**config.mk**
```make
export PLATFORM = sky130hd
export DESIGN_NAME = ddr3_pattern_tester
export DESIGN_NICKNAME = d
export VERILOG_FILES = /design/src/rtl/ddr3_pattern_tester.sv
export SDC_FILE = /design/constraint.sdc
export NUM_CORES = 1
export LEC_CHECK = 0
export CAP_MARGIN = 20
export CORE_MARGIN = 8
export CORE_UTILIZATION = 40
export DETAILED_ROUTE_END_ITERATION = 7
export PLACE_DENSITY = 0.57
export SYNTH_ARGS = -nofsm -noshare
export SYNTH_HDL_FRONTEND = slang
export SYNTH_SLANG_ARGS = --single-unit
```
**constraint.sdc**
```tcl
create_clock -name clk -period 3.2 [get_ports clk]
set_input_delay 0.64 -clock clk [delete_from_list [all_inputs] [get_ports clk]]
set_output_delay 0.64 -clock clk [all_outputs]
set_load 0.01 [all_outputs]
```
**src/rtl/ddr3_pattern_tester.sv**
```systemverilog
// ddr3_pattern_tester
// Self-test traffic source and checker that sits on the user FIFO side of a
// DDR3 controller. When a run starts it waits for calibration, then writes
// TEST_LEN pattern words into the write FIFO. Next it lets the controller
// read memory back, drains the read FIFO, and compares every returned word
// against the regenerated pattern.
//
// Ports:
//   clk, rst_n          FIFO user clock, asynchronous active-low reset
//   calib_done          DDR3 calibration complete
//   start               rising edge launches a run (only from IDLE/DONE)
//   mode                0 = incrementing, 1 = checkerboard-XOR; latched at start
//   inject_err          (DDR3_PATTERN_ERR_INJECT_EN only) rising edge during WRITE
//                       inverts bit 0 of the next accepted write word
//   wr_full/wr_en/wr_data          write FIFO interface
//   rd_valid/rd_data/rd_en         read FIFO interface; rd_data valid 1 cycle after rd_en
//   rd_mem_enable       permits the controller to read DDR3
//   busy, done, pass, timeout      run status
//   err_cnt             saturating mismatch count
//   first_err_idx       index of the first mismatch
//
// Optional feature macro: DDR3_PATTERN_ERR_INJECT_EN
module ddr3_pattern_tester #(
   parameter int DATA_WIDTH = 16,
   parameter int TEST_LEN   = 1300,
   parameter int IDX_WIDTH  = 16,
   parameter int ERR_WIDTH  = 16,
   parameter int SEED       = 0,
   parameter int TIMEOUT    = 65535
) (
   input  logic                  clk,
   input  logic                  rst_n,
   input  logic                  calib_done,
   input  logic                  start,
   input  logic                  mode,
`ifdef DDR3_PATTERN_ERR_INJECT_EN
   input  logic                  inject_err,
`endif
   input  logic                  wr_full,
   output logic                  wr_en,
   output logic [DATA_WIDTH-1:0] wr_data,
   input  logic                  rd_valid,
   input  logic [DATA_WIDTH-1:0] rd_data,
   output logic                  rd_en,
   output logic                  rd_mem_enable,
   output logic                  busy,
   output logic                  done,
   output logic                  pass,
   output logic                  timeout,
   output logic [ERR_WIDTH-1:0]  err_cnt,
   output logic [IDX_WIDTH-1:0]  first_err_idx
);

   localparam int TW = $clog2(TIMEOUT + 1);
   localparam logic [IDX_WIDTH-1:0] LAST_IDX = IDX_WIDTH'(TEST_LEN - 1);
   localparam logic [IDX_WIDTH-1:0] LEN_IDX  = IDX_WIDTH'(TEST_LEN);
   localparam logic [TW-1:0]        TO_MAX   = TW'(TIMEOUT);

   typedef enum logic [2:0] {IDLE, WAIT_CAL, WRITE, READ, DONE} state_t;

   state_t                state, nstate;
   logic                  start_q, start_rise, run_clr;
   logic                  mode_q;
   logic [IDX_WIDTH-1:0]  wr_idx, iss_cnt, chk_idx;
   logic                  cmp_stb, mismatch, to_hit;
   logic [TW-1:0]         to_cnt;
   logic [DATA_WIDTH-1:0] wr_data_q;
   logic [ERR_WIDTH-1:0]  err_next;

   function automatic logic [DATA_WIDTH-1:0] pat(input logic [IDX_WIDTH-1:0] i,
                                                 input logic m);
      logic [DATA_WIDTH-1:0] base, c;
      base = DATA_WIDTH'(SEED) + DATA_WIDTH'(i);
      c    = i[0] ? {DATA_WIDTH/2{2'b10}} : {DATA_WIDTH/2{2'b01}};
      return m ? (base ^ c) : base;
   endfunction

   assign start_rise = start & ~start_q;
   assign run_clr    = start_rise && (state == IDLE || state == DONE);
   assign busy       = (state == WAIT_CAL) || (state == WRITE) || (state == READ);
   assign done       = (state == DONE);

   // A compare strobe only means something while reading.
   assign mismatch = cmp_stb && (state == READ) && (rd_data != pat(chk_idx, mode_q));
   assign err_next = (mismatch && err_cnt != '1) ? err_cnt + ERR_WIDTH'(1) : err_cnt;

   always_comb begin
      nstate = state;
      wr_en  = 1'b0;
      rd_en  = 1'b0;
      to_hit = 1'b0;
      case (state)
         IDLE, DONE: if (start_rise) nstate = WAIT_CAL;
         WAIT_CAL:   if (calib_done) nstate = WRITE;
         WRITE: begin
            wr_en = !wr_full;
            if (wr_en && wr_idx == LAST_IDX) nstate = READ;
         end
         READ: begin
            rd_en = rd_valid && (iss_cnt < LEN_IDX);
            // Finishing the last compare wins over a coincident timeout.
            if (cmp_stb && chk_idx == LAST_IDX) nstate = DONE;
            else if (to_cnt == TO_MAX) begin
               to_hit = 1'b1;
               nstate = DONE;
            end
         end
         default: nstate = IDLE;
      endcase
   end

   always_ff @(posedge clk or negedge rst_n) begin
      if (!rst_n) begin
         state         <= IDLE;
         start_q       <= 1'b0;
         mode_q        <= 1'b0;
         wr_idx        <= '0;
         iss_cnt       <= '0;
         chk_idx       <= '0;
         cmp_stb       <= 1'b0;
         to_cnt        <= '0;
         wr_data_q     <= '0;
         rd_mem_enable <= 1'b0;
         pass          <= 1'b0;
         timeout       <= 1'b0;
         err_cnt       <= '0;
         first_err_idx <= '0;
      end else begin
         state         <= nstate;
         start_q       <= start;
         rd_mem_enable <= (nstate == READ);
         cmp_stb       <= rd_en;
         if (run_clr) begin
            mode_q        <= mode;
            wr_idx        <= '0;
            iss_cnt       <= '0;
            chk_idx       <= '0;
            err_cnt       <= '0;
            first_err_idx <= '0;
            pass          <= 1'b0;
            timeout       <= 1'b0;
         end
         // wr_data is registered, so it is preloaded with the word that will
         // be presented next: f(0) while waiting, f(idx+1) after each accept.
         if (state == WAIT_CAL) wr_data_q <= pat('0, mode_q);
         if (wr_en) begin
            wr_idx    <= wr_idx + IDX_WIDTH'(1);
            wr_data_q <= pat(wr_idx + IDX_WIDTH'(1), mode_q);
         end
         if (rd_en) iss_cnt <= iss_cnt + IDX_WIDTH'(1);
         if (cmp_stb && state == READ) begin
            chk_idx <= chk_idx + IDX_WIDTH'(1);
            err_cnt <= err_next;
            if (mismatch && err_cnt == '0) first_err_idx <= chk_idx;
         end
         if (state != READ || rd_valid) to_cnt <= '0;
         else if (to_cnt != TO_MAX)     to_cnt <= to_cnt + TW'(1);
         if (to_hit) timeout <= 1'b1;
         if (nstate == DONE && state != DONE) pass <= (err_next == '0) && !to_hit;
      end
   end

`ifdef DDR3_PATTERN_ERR_INJECT_EN
   logic inj_q, inj_arm;

   always_ff @(posedge clk or negedge rst_n) begin
      if (!rst_n) begin
         inj_q   <= 1'b0;
         inj_arm <= 1'b0;
      end else begin
         inj_q <= inject_err;
         if (run_clr)                                   inj_arm <= 1'b0;
         else if (wr_en && inj_arm)                     inj_arm <= 1'b0;
         else if (state == WRITE && inject_err && !inj_q) inj_arm <= 1'b1;
      end
   end

   // The corruption rides on the presented word until it is accepted.
   assign wr_data = wr_data_q ^ {{(DATA_WIDTH-1){1'b0}}, inj_arm && (state == WRITE)};
`else
   assign wr_data = wr_data_q;
`endif

endmodule
```
After elaboration in Yosys (flattened, before gate mapping)
Index checks and enable logic that the tools add are counted.
{ "word_totals": {"reg_bits": 121, "input_bits": 23, "out_inout_bits": 55} }
{ "op_classes": {"n_addsub": 5, "n_lt_le_gt_ge": 1, "eq_ne": 14, "n_mux": 32, "bitwise_logic": 4, "reduce_logical": 27} }
{ "ops": {"columns": ["cell", "count"], "rows": [
  ["two-way mux 16 bit", 17],
  ["adder 16 x 1 -> 16 bit, second input constant", 5],
  ["equality test 16 x 11 -> 1 bit, second input constant", 2],
  ["logical NOT 16 bit", 2],
  ["!= test 16 bit, second input constant", 2],
  ["bitwise XOR 16 bit", 2],
  ["equality test 16 bit, second input constant", 1],
  ["less-than comparator 16 x 11 -> 1 bit, second input constant", 1],
  ["!= test 16 bit", 1],
  ["two-way mux 15 bit", 1],
  ["two-way mux 3 bit", 5],
  ["nonzero test 2 bit", 7],
  ["case mux 3 bit (4 select lines)", 1],
  ["logical AND 1 bit", 10],
  ["equality test 3 x 2 -> 1 bit, second input constant", 3],
  ["two-way mux 1 bit", 8],
  ["equality test 3 bit, second input constant", 2],
  ["logical OR 1 bit", 4],
  ["equality test 3 x 1 -> 1 bit, second input constant", 1],
  ["logical NOT 3 bit", 1],
  ["!= test 3 x 2 -> 1 bit, second input constant", 1],
  ["!= test 3 bit, second input constant", 1],
  ["logical NOT 1 bit", 2],
  ["OR reduction 2 bit", 1],
  ["2 further kinds", 2]
]} }

Depth between registers and ports, before layout
Gate-level depths: netlist of run 1.
{ "depth": {"word_depth": 10, "depth_mapped": 11} }

Least setup slack after synthesis of run 1
Ideal clock, no wire load.
{ "synth_path": {"path_type": "input to register", "startpoint": "in rd_data[7]", "endpoint": "reg pass", "setup_time_ns": 0.127, "arrival_time_ns": 2.743, "t_required_ns": 3.073, "setup_slack_ns": 0.331, "cell_stages": 8, "cell_sequence": "xor2_1 o21ba_1 or4_4 or4_4 o21ai_4 mux2_1 o221ai_1 o21ai_1"} }
{ "synth_via": {"elab_chain_cells": 7} }
{ "synth_lines": {"columns": ["element", "line", "rtl"], "rows": [
  ["from (decl)", "43", "input logic [DATA_WIDTH-1:0] rd_data,"],
  ["!= test 16 bit", "84", "assign mismatch = cmp_stb && (state == READ) && (rd_data != pat(chk_idx, mode_q));"],
  ["logical AND 1 bit", "84", null],
  ["logical AND 1 bit", "85", "assign err_next = (mismatch && err_cnt != '1) ? err_cnt + ERR_WIDTH'(1) : err_cnt;"],
  ["two-way mux 16 bit", "85", null],
  ["logical NOT 16 bit", "159", "if (nstate == DONE && state != DONE) pass <= (err_next == '0) && !to_hit;"],
  ["logical AND 1 bit", "159", null],
  ["two-way mux 1 bit", "159", null],
  ["to (signal assigned)", "159", null],
  ["to (decl)", "48", "output logic pass,"]
]} }
No other way between the ends.
A chain may end at the register's enable or synchronous reset.

Final worst setup path of run 1
{ "layout_path": {"startpoint": "in rd_data[6]", "endpoint": "reg pass"} }
The elaborated chain is that of the path after synthesis.

==> results of run 1 <==
## Yosys cell counts, types with 8 or more instances
master	number
inv_1	9
clkbuf_1	37
nor2_1	63
o31ai_1	14
nand3_1	64
a31oi_1	8
xnor2_1	31
nand2_1	117
and3_1	26
and2_1	9
dfrtp_1	121
o211ai_1	14
mux2i_1	17
xor2_1	24
nand4_1	10
o21ai_0	64
nor3_1	11
a21oi_1	10
## through the flow
step / hold WS [ns] / instances / setup TNS, ns / area, um2
after floorplan: 0.344 / 752 / 0 / 6650
after global placement: 0.462 / 1036 / -0.740 / 7770
after detailed placement: 0.463 / 1036 / -1.22 / 7770
after CTS: 0.256 / 1068 / 0 / 8330
after global routing: 0.278 / 1068 / 0 / 8330
final: 0.242 / 1068 / 0 / 8330
## worst paths after layout
check | end | depth (start not counted) | startpoint
min in group clk | iss_cnt[14]$_DFFE_PN0P_ | 1 | iss_cnt[14]$_DFFE_PN0P_
setup / recovery | pass$_DFFE_PN0P_ | 9 | rd_data[6]
max in group asynchronous | wr_idx[11]$_DFFE_PN0P_ | 2 | rst_n
hold reg to reg | iss_cnt[14]$_DFFE_PN0P_ | 1 | iss_cnt[14]$_DFFE_PN0P_
setup reg to reg | pass$_DFFE_PN0P_ | 8 | mode_q$_DFFE_PN0P_
hold / removal | err_cnt[7]$_DFFE_PN0P_ | 1 | rst_n
## cell type report
| class | count | area share [%] |
|---|---|---|
| clock buffer | 23 | 5.62 |
| clock inverter | 9 | 1.17 |
| inverter | 10 | 0.450 |
| multi-input combinational | 577 | 40.8 |
| sequential | 121 | 36.3 |
| tap | 220 | 3.30 |
| timing repair buffer | 108 | 12.3 |
## per-layer routing
| layer | up-vias | GRT usage, % | part of all wire [%] |
|---|---|---|---|
| met2 | 115 | 27.7 | 47 |
| li1 | 2823 | - | - |
| met3 | 17 | 3.77 | 4.2 |
| met4 | 0 | 6.57 | 1.1 |
| met1 | 2814 | 23.3 | 48 |
| met5 | - | 0 | 0 |
## cell families (layout without fill, tap and decap cells)
logic type,count (synthesis),count (layout),share of synthesized area [%]
simple gates,350,350,25.6
buf+inv,54,150,3.26
compound gates,146,146,14.0
mux,19,19,2.90
fa+ha+maj,6,6,1.13
xor+xnor,56,56,7.49
flops,121,121,45.6
## worst max-delay path: stages
cell and delay, ns:
clkdlybuf4s50_1 0.41, xnor2_1 0.21, o21ba_1 0.18, or4_4 0.52, or4_4 0.54, o21ai_4 0.18, mux2_1 0.33, o221ai_1 0.21
o21ai_1 0.08
## state kept, by name, summed over array words and instances (netlist names)
| register | count |
|---|---|
| mode_q | 1 |
| to_cnt | 16 |
| wr_data | 16 |
| cmp_stb | 1 |
| timeout | 1 |
| iss_cnt | 16 |
| first_err_idx | 16 |
| err_cnt | 16 |
| state | 3 |
| rd_mem_enable | 1 |
| wr_idx | 16 |
| chk_idx | 16 |
| pass | 1 |
| start_q | 1 |
## where the power goes
part / leakage, nW / internal (W) / switching [W]
logic: 1.69 / 0.000969 / 0.00103
registers: 1.64 / 0.00183 / 0.000370
clock network: 0.280 / 0.00118 / 0.000662
==> flow_summary.yaml, run 1 <==
status:
  status: "complete, no violations"
power:
  power_leakage_nw: 3.61
  p_total_w: 0.00603
  pwr_density_cell_nw_per_um2: 724
  vdd_drop_max_mv: 0.427
synthesis:
  synth_top_area_cell: "dfrtp_1"
  synth_top_area_share_pct: 45.6
  ys.flop_type: "dfrtp_1"
  ys_warn_count: 0
  ys_async_sr_fraction_pct: 100
  syn_area_per_cell_um2: 8.84
  ys_seq_elements: 121
  synth_cell_types: 63
  syn-num-nets: 781
  synthCells: 752
  yosysSeqAreaShare_pct: 45.6
  synth.area.top_cells: "dfrtp_1, nand2_1, nand3_1, o21ai_0, xnor2_1"
  synth_area_um2: 6650
  synth_edf_count: 0
clock_tree:
  clkSlewWorstSetupHoldPaths_ns: 0.05
  cts_tree: "done"
  worstSkewPairLatency_ns: 0.41
  cts_inserted_buffers: 17
  cts_sinks: 121
  post-cts-setup-buffer-count: 0
  clock_path_buffers: 2
  hold_buffers: 0
  ctsResizeCount: 0
  root_buffer: "clkbuf_16"
  cts_max_level: 4
timing:
  setup_slack_ns: 0.183
  worstMarginPinSlew_ns: 1.01
  setup_viol: 0
  hold_violations: 0
  slew_violations: 0
  fmax_ghz: 0.331
  fin_skew_ns: 0.00786
  finalCritPeriodShare_pct: 94.3
  finalCriticalPeriod_ns: 3.02
  rsz0062_at_grt: "false"
  relSlewSlack_pct: 32.1
worst_setup_path:
  worstSetupStartpointType: "primary input"
  crit_path_end_kind: "register"
  crit_path_max_fanout: 2
  regToRegSetupSlack_ns: 0.31
  critPathArrivalTime_ns: 3.30
  criticalPathCategory: "primary input to register"
  crit_required_ns: 3.49
finish:
  fillers: 1521
  multi_input_area_um2: 3400
  final_common_cell: "dfrtp_1"
  layout.area.seq_um2: 3030
  diodes: 0
  area_growth_pct: 25.4
  final_cell_mix: "dfrtp_1, nand2_1, clkdlybuf4s50_1, nand3_1, o21ai_0"
  utilization_pct: 50.8
  layout.nets: 864
  drive_gt1_share_pct: 9.43
drt:
  wl_mm: 17.6
  wl_per_cell_um: 16.5
  drc: 0
  vias: 5769
  drt_iter0_drc: 437
  first_pass_iters: 4
  ant_nets: 0
  viasPerCell: 5.40
grt:
  grt_start_max_net_pins: 52
  grt_pass1_wl_mm: 29.1
  track_usage_pct: 17.6
  antenna_found_initial: 0
  first_global_vias: 5658
  grt_overflow: 0
floorplan:
  placementRows: 47
  pin_count: 78
  fp.dieW_um: 145
  fp.dieH_um: 145
  start_util_pct: 40.5
  die_area_um2: 21000
  core_region_area_um2: 16400
run:
  cap_violations: 0
place:
  io_buffers: 77
  dp_hpwl_mm: 12.5
  dp_slack_ns: -0.216
  gp_congestion: 0.883
worst_hold_path:
  hold_class: "primary input to async pin"
Note: power is estimated with default switching activity, not from simulation.
==> run 2: changes to the inputs <==
clock period = 3.9 ns   (was 3.2 ns; I/O delays follow)
==> run 2 against run 1 <==
Flip-flop and latch count is the same. Critical endpoint unchanged. Critical path depth stayed put. Highest routed layer unchanged. Utilization decreased by 0.69 points. Count of clock-buffer cells in the layout unchanged. Sequential power is 17% lower. Clock power shrank 10%. Worst hold slack improved by 0.14 ns. Global-route usage shrank 0.40 points. Wire length is 3.3% lower. First-iteration DRC count grew 5.0%.
==> flow_summary.yaml, run 2 (synthesized netlist as in run 1, its figures left out) <==
timing:
  relSlewSlack_pct: 33.0
  setup_tns_ns: 0
  setup_slack_ns: 0.710
  slew_violations: 0
  hold_violations: 0
  worstMarginPinSlew_ns: 1.00
  finalCritPeriodShare_pct: 81.8
  rsz0062_at_grt: "false"
  setup_viol: 0
  holdWs_ns: 0.386
  fin_skew_ns: 0.0130
  finalCriticalPeriod_ns: 3.19
  fmax_ghz: 0.313
worst_setup_path:
  critPathArrivalTime_ns: 3.48
  criticalPathCategory: "primary input to register"
  crit_top_cell: "or4_4"
  regToRegSetupSlack_ns: 0.82
  crit_path_cell_trace: "clkdlybuf4s50_1 > xnor2_1 > o21ba_1 > or4_4 > or4_4 > o21ai_4 > mux2_1 > o221ai_1 > o21ai_1"
  r2r_end: "pass$_DFFE_PN0P_"
  worstSetupStartpointType: "primary input"
  worst-path-buf-inv: 1
  crit_path_max_fanout: 4
  reg2reg_from: "mode_q$_DFFE_PN0P_"
  crit_path_end_kind: "register"
  crit_required_ns: 4.19
  reg2reg_depth: 8
  crit_family: "simple AND/OR/NAND/NOR gates"
  worst_path_largest_cell_delay_ns: 0.53
  slowest_stage: "or4_4"
floorplan:
  core_region_area_um2: 16400
  fp.dieH_um: 145
  pin_count: 78
  start_util_pct: 40.5
  placementRows: 47
  die_area_um2: 21000
  fp.dieW_um: 145
clock_tree:
  cts_sinks: 121
  cts_max_level: 4
  cts_inserted_buffers: 17
  root_buffer: "clkbuf_16"
  post-cts-setup-buffer-count: 0
  worstSkewPairLatency_ns: 0.42
  hold_buffers: 0
  cts_tree: "done"
  clock_path_buffers: 2
  ctsResizeCount: 0
  clkSlewWorstSetupHoldPaths_ns: 0.06
drt:
  drt_iter0_drc: 459
  viasPerCell: 5.49
  wl_mm: 17.0
  wl_per_cell_um: 16.2
  ant_nets: 0
  vias: 5758
  first_pass_iters: 5
  drc: 0
finish:
  fillers: 1509
  final_common_cell: "dfrtp_1"
  area_growth_pct: 23.7
  utilization_pct: 50.1
  post-route-cell-area_um2: 8220
  drive_gt1_share_pct: 7.37
  final_cell_mix: "dfrtp_1, nand2_1, clkdlybuf4s50_1, nand3_1, o21ai_0"
  diodes: 0
  layout.nets: 845
run:
  cap_violations: 0
grt:
  first_global_vias: 5625
  grt_start_max_net_pins: 53
  track_usage_pct: 17.2
  grt_overflow: 0
  grt_pass1_wl_mm: 28.6
  antenna_found_initial: 0
status:
  status: "complete, no violations"
power:
  vdd_drop_max_mv: 0.340
  clkPwrFrac_pct: 33.1
  power.switching_w: 0.00166
  seq_power_share_pct: 36.4
  swShare_pct: 33.3
  pwr-share-comb_pct: 30.5
  pwr_density_cell_nw_per_um2: 608
  power_leakage_nw: 3.52
  intPower_w: 0.00334
place:
  io_buffers: 77
  dp_slack_ns: 0.334
  dp_hpwl_mm: 12.2
  dpl-instance-area_um2: 7600
  gp_congestion: 0.845
worst_hold_path:
  hold_class: "primary input to async pin"
run 2: layout make-up:
type	count	area, um2	share of cell area (%)
clock inverter	8	143	1.74
inverter	10	37.5	0.457
tap	220	275	3.35
sequential	121	3030	36.8
timing repair buffer	89	858	10.4
multi-input combinational	577	3400	41.4
clock buffer	23	478	5.81
run 2: worst max path at each step:
stage                start          endpoint  slack [ns]  cells past startpoint
2_1_floorplan   rd_data[7]  pass$_DFFE_PN0P_        0.89                      8
3_5_place_dp    rd_data[6]  pass$_DFFE_PN0P_        0.33                      9
3_3_place_gp    rd_data[6]  pass$_DFFE_PN0P_        0.36                      9
5_1_grt        rd_data[15]  pass$_DFFE_PN0P_        0.64                      9
4_1_cts         rd_data[6]  pass$_DFFE_PN0P_        0.75                      9
6_report        rd_data[6]  pass$_DFFE_PN0P_        0.71                      9
run 2: power by group through the flow:
stage          Clock, W  Combinational, W  Sequential [W]
2_1_floorplan         0          0.000967         0.00176
3_3_place_gp          0           0.00151         0.00183
3_5_place_dp          0           0.00153         0.00184
4_1_cts         0.00169           0.00154         0.00182
5_1_grt         0.00174           0.00169         0.00187
6_report        0.00165           0.00153         0.00182
run 2: layer usage:
metal | track usage [%] | vias up | share of wire [%]
met5 | 0 | - | 0
met4 | 7.28 | 0 | 2.2
met2 | 26.5 | 156 | 45
li1 | - | 2796 | -
met1 | 23.0 | 2770 | 48
met3 | 3.61 | 36 | 5.2
run 2: stage by stage:
step / instances / total power, W
floorplan: 752 / 0.00273
finish: 1048 / 0.00500
global placement: 1017 / 0.00334
detailed placement: 1017 / 0.00337
global route: 1048 / 0.00530
CTS: 1048 / 0.00505
